[src/rtl/axi_write_arbiter_if.sv]
// rtl/axi_write_arbiter_if.sv - AXI4-Lite write-path bundle (AW, W, B) for N packed lanes
//
// Purpose: carries the write address, write data and write response
// channels for N lanes. Lane i owns bit i of each valid/ready, slice i of
// awaddr/wdata/wstrb and bits [2i+1:2i] of bresp.
//
// Signals:
//   awvalid/awready/awaddr   write address channel
//   wvalid/wready/wdata/wstrb write data channel
//   bvalid/bready/bresp      write response channel
// Modports:
//   master  drives AW/W payload, valids and bready
//   slave   drives awready/wready, bvalid and bresp
`timescale 1ns/1ps

interface axi_write_arbiter_if #(
  parameter int WIDTH = 32,
  parameter int N     = 1
) ();
  logic [N-1:0]           awvalid;
  logic [N-1:0]           awready;
  logic [N*WIDTH-1:0]     awaddr;
  logic [N-1:0]           wvalid;
  logic [N-1:0]           wready;
  logic [N*WIDTH-1:0]     wdata;
  logic [N*(WIDTH/8)-1:0] wstrb;
  logic [N-1:0]           bvalid;
  logic [N-1:0]           bready;
  logic [2*N-1:0]         bresp;

  modport master (
    output awvalid, awaddr, wvalid, wdata, wstrb, bready,
    input  awready, wready, bvalid, bresp
  );

  modport slave (
    input  awvalid, awaddr, wvalid, wdata, wstrb, bready,
    output awready, wready, bvalid, bresp
  );
endinterface

[src/rtl/axi_write_arbiter.sv]
// rtl/axi_write_arbiter.sv - two-master to one-slave AXI4-Lite write arbiter
//
// Purpose: grants one complete write transaction (AW + W + B) at a time to
// one of two masters and routes the B response back to the granted master.
// Read channels are not handled here.
//
// Ports:
//   ACLK     clock, rising edge
//   ARESETn  asynchronous active-low reset
//   m        upstream bundle, two lanes (lane i = master i), slave modport
//   s        downstream bundle, one lane, master modport
//   grant    one-hot current owner, 00 when idle
//   busy     high while a transaction is in ADDR or RESP
//
// Configuration:
//   AXI_WARB_FIXED_PRIO_EN  defined: M0 always wins a simultaneous request.
//                           undefined: round-robin starting after the last
//                           served master.
`timescale 1ns/1ps

module axi_write_arbiter #(
  parameter int WIDTH = 32
) (
  input  logic               ACLK,
  input  logic               ARESETn,
  axi_write_arbiter_if.slave  m,
  axi_write_arbiter_if.master s,
  output logic [1:0]         grant,
  output logic               busy
);

  localparam int SW = WIDTH / 8;

  typedef enum logic [1:0] {
    IDLE = 2'd0,
    ADDR = 2'd1,
    RESP = 2'd2
  } state_t;

  state_t     state_q, state_d;
  logic [1:0] grant_q, grant_d;
  logic [1:0] winner;
  logic       aw_done_q, aw_done_d;
  logic       w_done_q, w_done_d;
  logic       gidx;
  logic       aw_hs, w_hs, b_hs;
`ifndef AXI_WARB_FIXED_PRIO_EN
  logic       last_q, last_d;
`endif

  // grant is one-hot while busy, so bit 1 alone selects the lane
  assign gidx = grant_q[1];

  assign aw_hs = (state_q == ADDR) & m.awvalid[gidx] & ~aw_done_q & s.awready;
  assign w_hs  = (state_q == ADDR) & m.wvalid[gidx]  & ~w_done_q  & s.wready;
  assign b_hs  = (state_q == RESP) & s.bvalid & m.bready[gidx];

  // Arbitration looks at AW requests only
  always_comb begin
    winner = 2'b00;
`ifdef AXI_WARB_FIXED_PRIO_EN
    if (m.awvalid[0])      winner = 2'b01;
    else if (m.awvalid[1]) winner = 2'b10;
`else
    case (m.awvalid)
      2'b01:   winner = 2'b01;
      2'b10:   winner = 2'b10;
      2'b11:   winner = last_q ? 2'b01 : 2'b10;
      default: winner = 2'b00;
    endcase
`endif
  end

  // Payload muxes follow the registered grant; zero when nobody owns the bus
  assign s.awaddr = grant_q[1] ? m.awaddr[2*WIDTH-1:WIDTH] :
                    grant_q[0] ? m.awaddr[WIDTH-1:0]       : '0;
  assign s.wdata  = grant_q[1] ? m.wdata[2*WIDTH-1:WIDTH]  :
                    grant_q[0] ? m.wdata[WIDTH-1:0]        : '0;
  assign s.wstrb  = grant_q[1] ? m.wstrb[2*SW-1:SW]        :
                    grant_q[0] ? m.wstrb[SW-1:0]           : '0;

  always_comb begin
    state_d   = state_q;
    grant_d   = grant_q;
    aw_done_d = aw_done_q;
    w_done_d  = w_done_q;
`ifndef AXI_WARB_FIXED_PRIO_EN
    last_d    = last_q;
`endif
    s.awvalid = 1'b0;
    s.wvalid  = 1'b0;
    s.bready  = 1'b0;
    m.awready = 2'b00;
    m.wready  = 2'b00;
    m.bvalid  = 2'b00;
    m.bresp   = 4'b0000;

    case (state_q)
      IDLE: begin
        if (|m.awvalid) begin
          grant_d   = winner;
          aw_done_d = 1'b0;
          w_done_d  = 1'b0;
          state_d   = ADDR;
        end
      end

      ADDR: begin
        s.awvalid       = m.awvalid[gidx] & ~aw_done_q;
        s.wvalid        = m.wvalid[gidx]  & ~w_done_q;
        m.awready[gidx] = s.awready & ~aw_done_q;
        m.wready[gidx]  = s.wready  & ~w_done_q;
        aw_done_d       = aw_done_q | aw_hs;
        w_done_d        = w_done_q  | w_hs;
        // this cycle's handshakes count, so AW and W together take one cycle
        if (aw_done_d && w_done_d) state_d = RESP;
      end

      RESP: begin
        m.bvalid[gidx] = s.bvalid;
        s.bready       = m.bready[gidx];
        m.bresp        = gidx ? {s.bresp, 2'b00} : {2'b00, s.bresp};
        if (b_hs) begin
`ifndef AXI_WARB_FIXED_PRIO_EN
          last_d  = gidx;
`endif
          grant_d = 2'b00;
          state_d = IDLE;
        end
      end

      default: begin
        grant_d = 2'b00;
        state_d = IDLE;
      end
    endcase
  end

  always_ff @(posedge ACLK or negedge ARESETn) begin
    if (!ARESETn) begin
      state_q   <= IDLE;
      grant_q   <= 2'b00;
      aw_done_q <= 1'b0;
      w_done_q  <= 1'b0;
`ifndef AXI_WARB_FIXED_PRIO_EN
      // last = M1 so that M0 wins the first simultaneous request
      last_q    <= 1'b1;
`endif
    end else begin
      state_q   <= state_d;
      grant_q   <= grant_d;
      aw_done_q <= aw_done_d;
      w_done_q  <= w_done_d;
`ifndef AXI_WARB_FIXED_PRIO_EN
      last_q    <= last_d;
`endif
    end
  end

  assign grant = grant_q;
  assign busy  = (state_q != IDLE);

endmodule

[src/flat_wrapper.sv]
// flat-port wrapper written by rule: the top's interface ports become plain ports
module axi_write_arbiter_flat 
#(
  parameter int WIDTH = 32
)
  (ACLK, ARESETn, grant, busy, m_awvalid, m_awaddr, m_wvalid, m_wdata, m_wstrb, m_bready, m_awready, m_wready, m_bvalid, m_bresp, s_awvalid, s_awaddr, s_wvalid, s_wdata, s_wstrb, s_bready, s_awready, s_wready, s_bvalid, s_bresp);
  axi_write_arbiter_if #(.WIDTH(WIDTH), .N(2)) m_i ();
  axi_write_arbiter_if #(.WIDTH(WIDTH), .N(1)) s_i ();
  input  logic ACLK;
  input  logic ARESETn;
  output logic [1:0] grant;
  output logic busy;
  input wire logic [$bits(m_i.awvalid)-1:0] m_awvalid;
  input wire logic [$bits(m_i.awaddr)-1:0] m_awaddr;
  input wire logic [$bits(m_i.wvalid)-1:0] m_wvalid;
  input wire logic [$bits(m_i.wdata)-1:0] m_wdata;
  input wire logic [$bits(m_i.wstrb)-1:0] m_wstrb;
  input wire logic [$bits(m_i.bready)-1:0] m_bready;
  output wire logic [$bits(m_i.awready)-1:0] m_awready;
  output wire logic [$bits(m_i.wready)-1:0] m_wready;
  output wire logic [$bits(m_i.bvalid)-1:0] m_bvalid;
  output wire logic [$bits(m_i.bresp)-1:0] m_bresp;
  output wire logic [$bits(s_i.awvalid)-1:0] s_awvalid;
  output wire logic [$bits(s_i.awaddr)-1:0] s_awaddr;
  output wire logic [$bits(s_i.wvalid)-1:0] s_wvalid;
  output wire logic [$bits(s_i.wdata)-1:0] s_wdata;
  output wire logic [$bits(s_i.wstrb)-1:0] s_wstrb;
  output wire logic [$bits(s_i.bready)-1:0] s_bready;
  input wire logic [$bits(s_i.awready)-1:0] s_awready;
  input wire logic [$bits(s_i.wready)-1:0] s_wready;
  input wire logic [$bits(s_i.bvalid)-1:0] s_bvalid;
  input wire logic [$bits(s_i.bresp)-1:0] s_bresp;
  assign m_i.awvalid = m_awvalid;
  assign m_i.awaddr = m_awaddr;
  assign m_i.wvalid = m_wvalid;
  assign m_i.wdata = m_wdata;
  assign m_i.wstrb = m_wstrb;
  assign m_i.bready = m_bready;
  assign m_awready = m_i.awready;
  assign m_wready = m_i.wready;
  assign m_bvalid = m_i.bvalid;
  assign m_bresp = m_i.bresp;
  assign s_awvalid = s_i.awvalid;
  assign s_awaddr = s_i.awaddr;
  assign s_wvalid = s_i.wvalid;
  assign s_wdata = s_i.wdata;
  assign s_wstrb = s_i.wstrb;
  assign s_bready = s_i.bready;
  assign s_i.awready = s_awready;
  assign s_i.wready = s_wready;
  assign s_i.bvalid = s_bvalid;
  assign s_i.bresp = s_bresp;
  axi_write_arbiter #(.WIDTH(WIDTH)) u_core (.ACLK(ACLK), .ARESETn(ARESETn), .m(m_i), .s(s_i), .grant(grant), .busy(busy));
endmodule
[config.mk]
export PLATFORM = sky130hd
export DESIGN_NAME = axi_write_arbiter_flat
export DESIGN_NICKNAME = d
export VERILOG_FILES = /design/src/rtl/axi_write_arbiter_if.sv /design/src/rtl/axi_write_arbiter.sv /design/src/flat_wrapper.sv
export SDC_FILE = /design/constraint.sdc
export NUM_CORES = 1
export LEC_CHECK = 0
export ABC_AREA = 1
export CORE_AREA = 5 5 88 90
export CTS_CLUSTER_SIZE = 28
export DETAILED_ROUTE_END_ITERATION = 16
export DIE_AREA = 0 0 93 95
export HOLD_SLACK_MARGIN = 0.1
export PLACE_DENSITY_LB_ADDON = 0.2
export SLEW_MARGIN = 5
export SYNTH_ARGS = -nofsm -noshare
export SYNTH_HDL_FRONTEND = slang
export SYNTH_SLANG_ARGS = --single-unit
[constraint.sdc]
create_clock -name ACLK -period 2.95 [get_ports ACLK]
set_clock_uncertainty 0.1 [all_clocks]
set_input_delay 0.885 -clock ACLK [delete_from_list [all_inputs] [get_ports ACLK]]
set_output_delay 0.885 -clock ACLK [all_outputs]
set_load 0.1 [all_outputs]
### After elaboration in Yosys (flattened, before gate mapping)

Cells that the tools add are included.
Widths: inputs -> output; s select.

| cells by class | value |
|---|---|
| order comparisons | 2 |
| equal/unequal tests | 8 |
| multiplexer cells | 33 |
| bitwise logic cells | 20 |
| reductions and logical operators | 10 |

Operators with widths:

| cell | count |
|---|---|
| $mux 32 | 4 |
| $pmux 2 s3 | 3 |
| $mux 2 | 8 |
| $mux 4 | 4 |
| $and 1x1->1 | 12 |
| $mux 1 | 11 |
| $and 2x2->2 | 3 |
| $eq 2x2->1 const B | 3 |
| $reduce_and 3->1 | 2 |
| $eq 2x1->1 const B | 2 |
| $ne 2x1->1 const B | 2 |
| $pmux 1 s2 | 2 |
| $reduce_and 2->1 | 2 |
| $reduce_bool 2->1 | 2 |
| $not 1->1 | 3 |
| $logic_and 1x1->1 | 2 |
| $logic_not 2->1 | 1 |
| $lt 1x2->1 const B | 1 |
| $ne 2x2->1 const B | 1 |
| $or 1x1->1 | 2 |
| $reduce_or 2->1 | 1 |
| $demux 1 s1 | 1 |
| $ge 1x1->1 const B | 1 |

| word-level totals | value |
|---|---|
| register bits after elaboration | 7 |
| input bits | 149 |
| output and inout port bits | 84 |
| word-level logic and storage cells | 78 |

### Logic depth before layout (Yosys ltp)

Gate-level depths: netlist of the first run.

| depth | value |
|---|---|
| word-level depth | 9 |
| gate-level depth with buffers | 9 |

### Worst setup path before layout of the first run

OpenSTA, ideal clock, no wires.

| path | value |
|---|---|
| kind | register -> output |
| from | register u_core.grant_q[1] (netlist: u_core.grant[1]) |
| to | output port m_bresp[2] |
| data arrival time | 3426 ps |
| required time | 1965 ps |
| setup slack | -1461 ps |
| stages on the path, launching flop included | 4 |
| buffers on the path | 1 |
| cell sequence | dfrtp_1 > inv_2 > clkbuf_1 > nor3_1 |

| on the way | value |
|---|---|
| cells in the longest elaborated chain, start to end | 2 |

Ends and longest elaborated chain:

| what | RTL line | RTL |
|---|---|---|
| from (decl) | axi_write_arbiter.sv:41 | `logic [1:0] grant_q, grant_d;` |
| from (signal assigned) | axi_write_arbiter.sv:151 | `grant_q <= grant_d;` |
| $mux 4 | axi_write_arbiter.sv:122 | `m.bresp = gidx ? {s.bresp, 2'b00} : {2'b00, s.bresp};` |
| $mux 4 | axi_write_arbiter.sv:98 | `case (state_q)` |
| to (decl) | flat_wrapper.sv:22 | `output wire logic [$bits(m_i.bresp)-1:0] m_bresp;` |

Every way passes these cells.

### Final worst setup path of the first run

| path | value |
|---|---|
| from | input port s_wready |
| to | output port m_wready[1] |

| on the way | value |
|---|---|
| cells in the longest elaborated chain, start to end | 3 |

Ends and longest elaborated chain:

| what | RTL line | RTL |
|---|---|---|
| from (decl) | flat_wrapper.sv:30 | `input wire logic [$bits(s_i.wready)-1:0] s_wready;` |
| $and 1x1->1 | axi_write_arbiter.sv:112 | `m.wready[gidx] = s.wready & ~w_done_q;` |
| $and 2x2->2 (no source line) | n/a |  |
| $mux 2 | axi_write_arbiter.sv:98 |  |
| to (decl) | flat_wrapper.sv:20 | `output wire logic [$bits(m_i.wready)-1:0] m_wready;` |

Every way passes these cells.

==> impl_summary.log, run 1 <==
INFO  metric end_kind = output pin
INFO  metric fmax = 0.345 GHz
INFO  metric proportion_of_netlist_area_held_by_the_largest_area_contributor = ~42%
INFO  metric dp.final_hpwl = 8.48 mm
INFO  metric slew_viol_final = 0
INFO  metric dr.first_iter.drc_count = 87
INFO  metric synth_sequential_area_ratio = a little under an eighth
INFO  metric cap_viol_max_count = 0
INFO  metric placement.io_buffers = approximately 230
INFO  metric crit_arrival = roughly 1900 ps
INFO  metric path_clk_slew = about 40 ps
INFO  metric setup.reg_to_reg.worst_slack = approximately 1100 ps
INFO  metric worst_r2r_path_depth = 8
INFO  metric tightestPinTransition = about 660 ps
INFO  metric wl_cell = 16.9 µm
INFO  metric ant_nets = 0
INFO  metric wirelength = 10.4 mm
INFO  metric floorplan.initialDensity = 21.2%
INFO  metric mean_number_of_vias_per_cell = 4.71
INFO  metric drive_gt1_share = 33.1%
INFO  metric worst_hold_path.num_cells = 2
INFO  metric ctsRootBufferMaster = sky130_fd_sc_hd__clkbuf_8
INFO  metric finalCritPeriodShare = between 90% and 100%
INFO  metric synthesis.instances = between 300 and 400
INFO  metric num_antenna_cells = 0
INFO  metric synth.largest_area_cell = sky130_fd_sc_hd__nand2_1
INFO  metric gp_congestion = about 0.84
INFO  metric critPathTopFamily = buffers and inverters
INFO  metric wire_length_of_the_first_global_routing_pass = 15.3 mm
INFO  metric htree_num_levels = 1
INFO  metric globalRoute.totalOverflow = 0
INFO  metric min_period = between 2000 and 3000 ps
INFO  metric core_area = 6980 µm²
INFO  metric cp_num_buf_inv = 2
INFO  metric antenna_found_initial = 0
INFO  metric status = completed
INFO  metric timing.final.setup_violations = 0
INFO  metric ys_top_cells_by_area = sky130_fd_sc_hd__nand2_1, sky130_fd_sc_hd__nand3_1, sky130_fd_sc_hd__dfrtp_1
INFO  metric relative_slew_slack = 55.6%
INFO  metric crit_fanout = 2
INFO  metric first_global_vias = slightly below 3000
INFO  metric fin_tns_setup = 0 ps
INFO  metric cts_tree = built
INFO  metric netlist_area = 1480 µm²
INFO  metric core_utilization_of_the_finished_layout = a little under three quarters
INFO  metric source_of_the_worst_register_to_register_timing_path = u_core.grant[1]
INFO  metric nets = between 600 and 700
INFO  metric hold_viol_final = 0
INFO  metric hold-path-endpoint = u_core.last_q
INFO  metric top_level_pins = between 200 and 250
INFO  metric syn_to_final_growth = 238%
INFO  metric core.rowCount = 31
INFO  metric worstSkewPairLatency = between 200 and 250 ps
INFO  metric synth_warnings = 0
INFO  metric critical_path.cell_chain = clkdlybuf4s50_1 > nand2_1 > nor3_4 > buf_12
INFO  metric post-route-drc-count = 0
INFO  metric ys_ff_latch = 7
INFO  metric timing.hold.worst.start = u_core.last_q
INFO  metric mappedNetlistNets = approximately 460
INFO  metric grt_use_total = a little over a fifth
INFO  metric critPathRequiredTime = ~2000 ps
INFO  metric post_synth.cell_area_avg = 4.72 µm²
INFO  metric setup_repair_after_global_routing_missed_its_margin = false
INFO  metric die_width = between 90 and 100 µm
INFO  metric drt_pass1_iterations = 4
INFO  metric routed-via-count = 2893
INFO  metric floorplan.die_area = around 8800 µm²
INFO  metric critPathMaxStageDelay = ~500 ps
INFO  metric setup.worst_path.class = in2out
INFO  metric cts-buffers-inserted = 3
INFO  metric grt_max_degree = between 60 and 70
INFO  metric cts_sinks = 7
INFO  metric clock_tree.buffer_depth = 2
INFO  metric synth.distinct_cells = 18
INFO  metric hp-class = reg2reg
INFO  metric die_height = between 90 and 100 µm
INFO  metric critPathSlowestCell = sky130_fd_sc_hd__clkdlybuf4s50_1
INFO  metric regToRegEndpoint = u_core.grant[1]
INFO  metric worst_setup_path_start_kind = input port
-- synth_stat cells --
cell                       count
sky130_fd_sc_hd__nor2_1        7
sky130_fd_sc_hd__inv_2         1
sky130_fd_sc_hd__o211ai_1      1
sky130_fd_sc_hd__nand2_2       3
sky130_fd_sc_hd__clkbuf_1      2
sky130_fd_sc_hd__o21ai_1       3
sky130_fd_sc_hd__nor3_1       10
sky130_fd_sc_hd__dfstp_2       1
sky130_fd_sc_hd__dfrtp_1       6
sky130_fd_sc_hd__buf_6         1
sky130_fd_sc_hd__o21ai_0       3
sky130_fd_sc_hd__nand4_1       1
sky130_fd_sc_hd__inv_1        16
sky130_fd_sc_hd__buf_2        17
sky130_fd_sc_hd__nand2_1     164
sky130_fd_sc_hd__buf_1         5
sky130_fd_sc_hd__a21oi_1       3
sky130_fd_sc_hd__nand3_1      70
-- layout make-up --
cell class / instances / area, µm²
Multi-Input combinational cell: 265 / 1400
Timing Repair Buffer: 239 / 3220
Inverter: 17 / 63.8
Sequential cell: 7 / 179
Tap cell: 82 / 103
Clock buffer: 4 / 45.0
Fill cell: 540 / 1970
-- flip-flops by register name, summed over array words and instances (netlist names) --
| register | cells |
|---|---|
| u_core.aw_done_q | 1 |
| u_core.w_done_q | 1 |
| u_core.grant | 2 |
| u_core.last_q | 1 |
| u_core.state_q | 2 |
-- worst max-delay path by stage --
stage / slack, ps / endpoint / startpoint / cells after the start
floorplan: 20 / s_awaddr[28] / u_core.grant[1] / 5
global placement: 20 / s_awvalid / m_awvalid[0] / 6
detailed placement: 4 / s_awvalid / m_awvalid[0] / 6
CTS: 0.3 / s_awvalid / m_awvalid[0] / 6
global route: 6 / s_wvalid / m_wvalid[1] / 6
finish: 50 / m_wready[1] / s_wready / 4
-- metrics by stage --
step / instances / hold WS (ps) / cell area (µm²) / worst slack, ps
final: 614 / 424 / 5010 / 50.5
after global routing: 614 / 440 / 5010 / 6.02
after CTS: 613 / 423 / 4990 / 0.265
after detailed placement: 609 / 417 / 4940 / 4.14
after global placement: 609 / 395 / 4940 / 21.1
after floorplan: 314 / 375 / 1760 / 19.6
-- per-layer routing --
metal	vias up	global-route usage [%]	share of wire, %
li1	1433	-	-
met1	1272	23.1	35
met2	165	40.9	51
met3	23	7.89	11
met4	0	6.11	2.8
met5	-	0	0
-- tightest hold or removal path, cell delays in order, from the launching register on --
cell and delay [ps]:
sky130_fd_sc_hd__dfstp_2 370, sky130_fd_sc_hd__nand2_1 60, sky130_fd_sc_hd__o21ai_0 80
-- repair_timing --
item,4_1_cts,5_1_grt
gates resized for setup,0,4
hold buffers,0,0
buffers inserted,0,1
endpoints found under the setup margin,0,3
-- logic make-up (layout without fill, tap and decap cells) --
logic type | after synthesis | after routing | synth area share [%]
and+or+nand+nor | 255 | 255 | 72.0
buffers and inverters | 42 | 260 | 12.6
AOI/OAI and AO/OA | 10 | 10 | 3.54
DFF | 7 | 7 | 11.9
-- cell usage in the layout (no fill, tap or decap), types with 2 or more instances in the layout --
cell type | Yosys | routed
sky130_fd_sc_hd__a21oi_1 | 3 | 2
sky130_fd_sc_hd__clkbuf_8 | 0 | 3
sky130_fd_sc_hd__dfrtp_1 | 6 | 4
sky130_fd_sc_hd__nor3_4 | 0 | 10
sky130_fd_sc_hd__buf_4 | 0 | 7
sky130_fd_sc_hd__dfrtp_2 | 0 | 2
sky130_fd_sc_hd__dlymetal6s2s_1 | 0 | 2
sky130_fd_sc_hd__nor2_1 | 7 | 5
sky130_fd_sc_hd__inv_1 | 16 | 16
sky130_fd_sc_hd__o21ai_1 | 3 | 3
sky130_fd_sc_hd__nand2_1 | 164 | 102
sky130_fd_sc_hd__o21ai_0 | 3 | 3
sky130_fd_sc_hd__nand2_2 | 3 | 65
sky130_fd_sc_hd__nand3_1 | 70 | 70
sky130_fd_sc_hd__clkdlybuf4s50_1 | 0 | 146
sky130_fd_sc_hd__nor2_2 | 0 | 2
sky130_fd_sc_hd__buf_12 | 0 | 84
Power of run 1 is left out: the tool's default activity adds up to more than one toggle a clock period on the data nets, which glitch-free logic cannot reach.
==> run 2, diff against run 1 <==
--- a/config.mk
+++ b/config.mk
@@ -6,6 +6,7 @@
 export NUM_CORES = 1
 export LEC_CHECK = 0
 export ABC_AREA = 1
+export CAP_MARGIN = 20
 export CORE_AREA = 5 5 88 90
 export CTS_CLUSTER_SIZE = 28
 export DETAILED_ROUTE_END_ITERATION = 16
==> results of run 2 <==
No change in the layout: final DEF, timing and power equal those of run 1.
Power of run 2 is left out for the same reason.
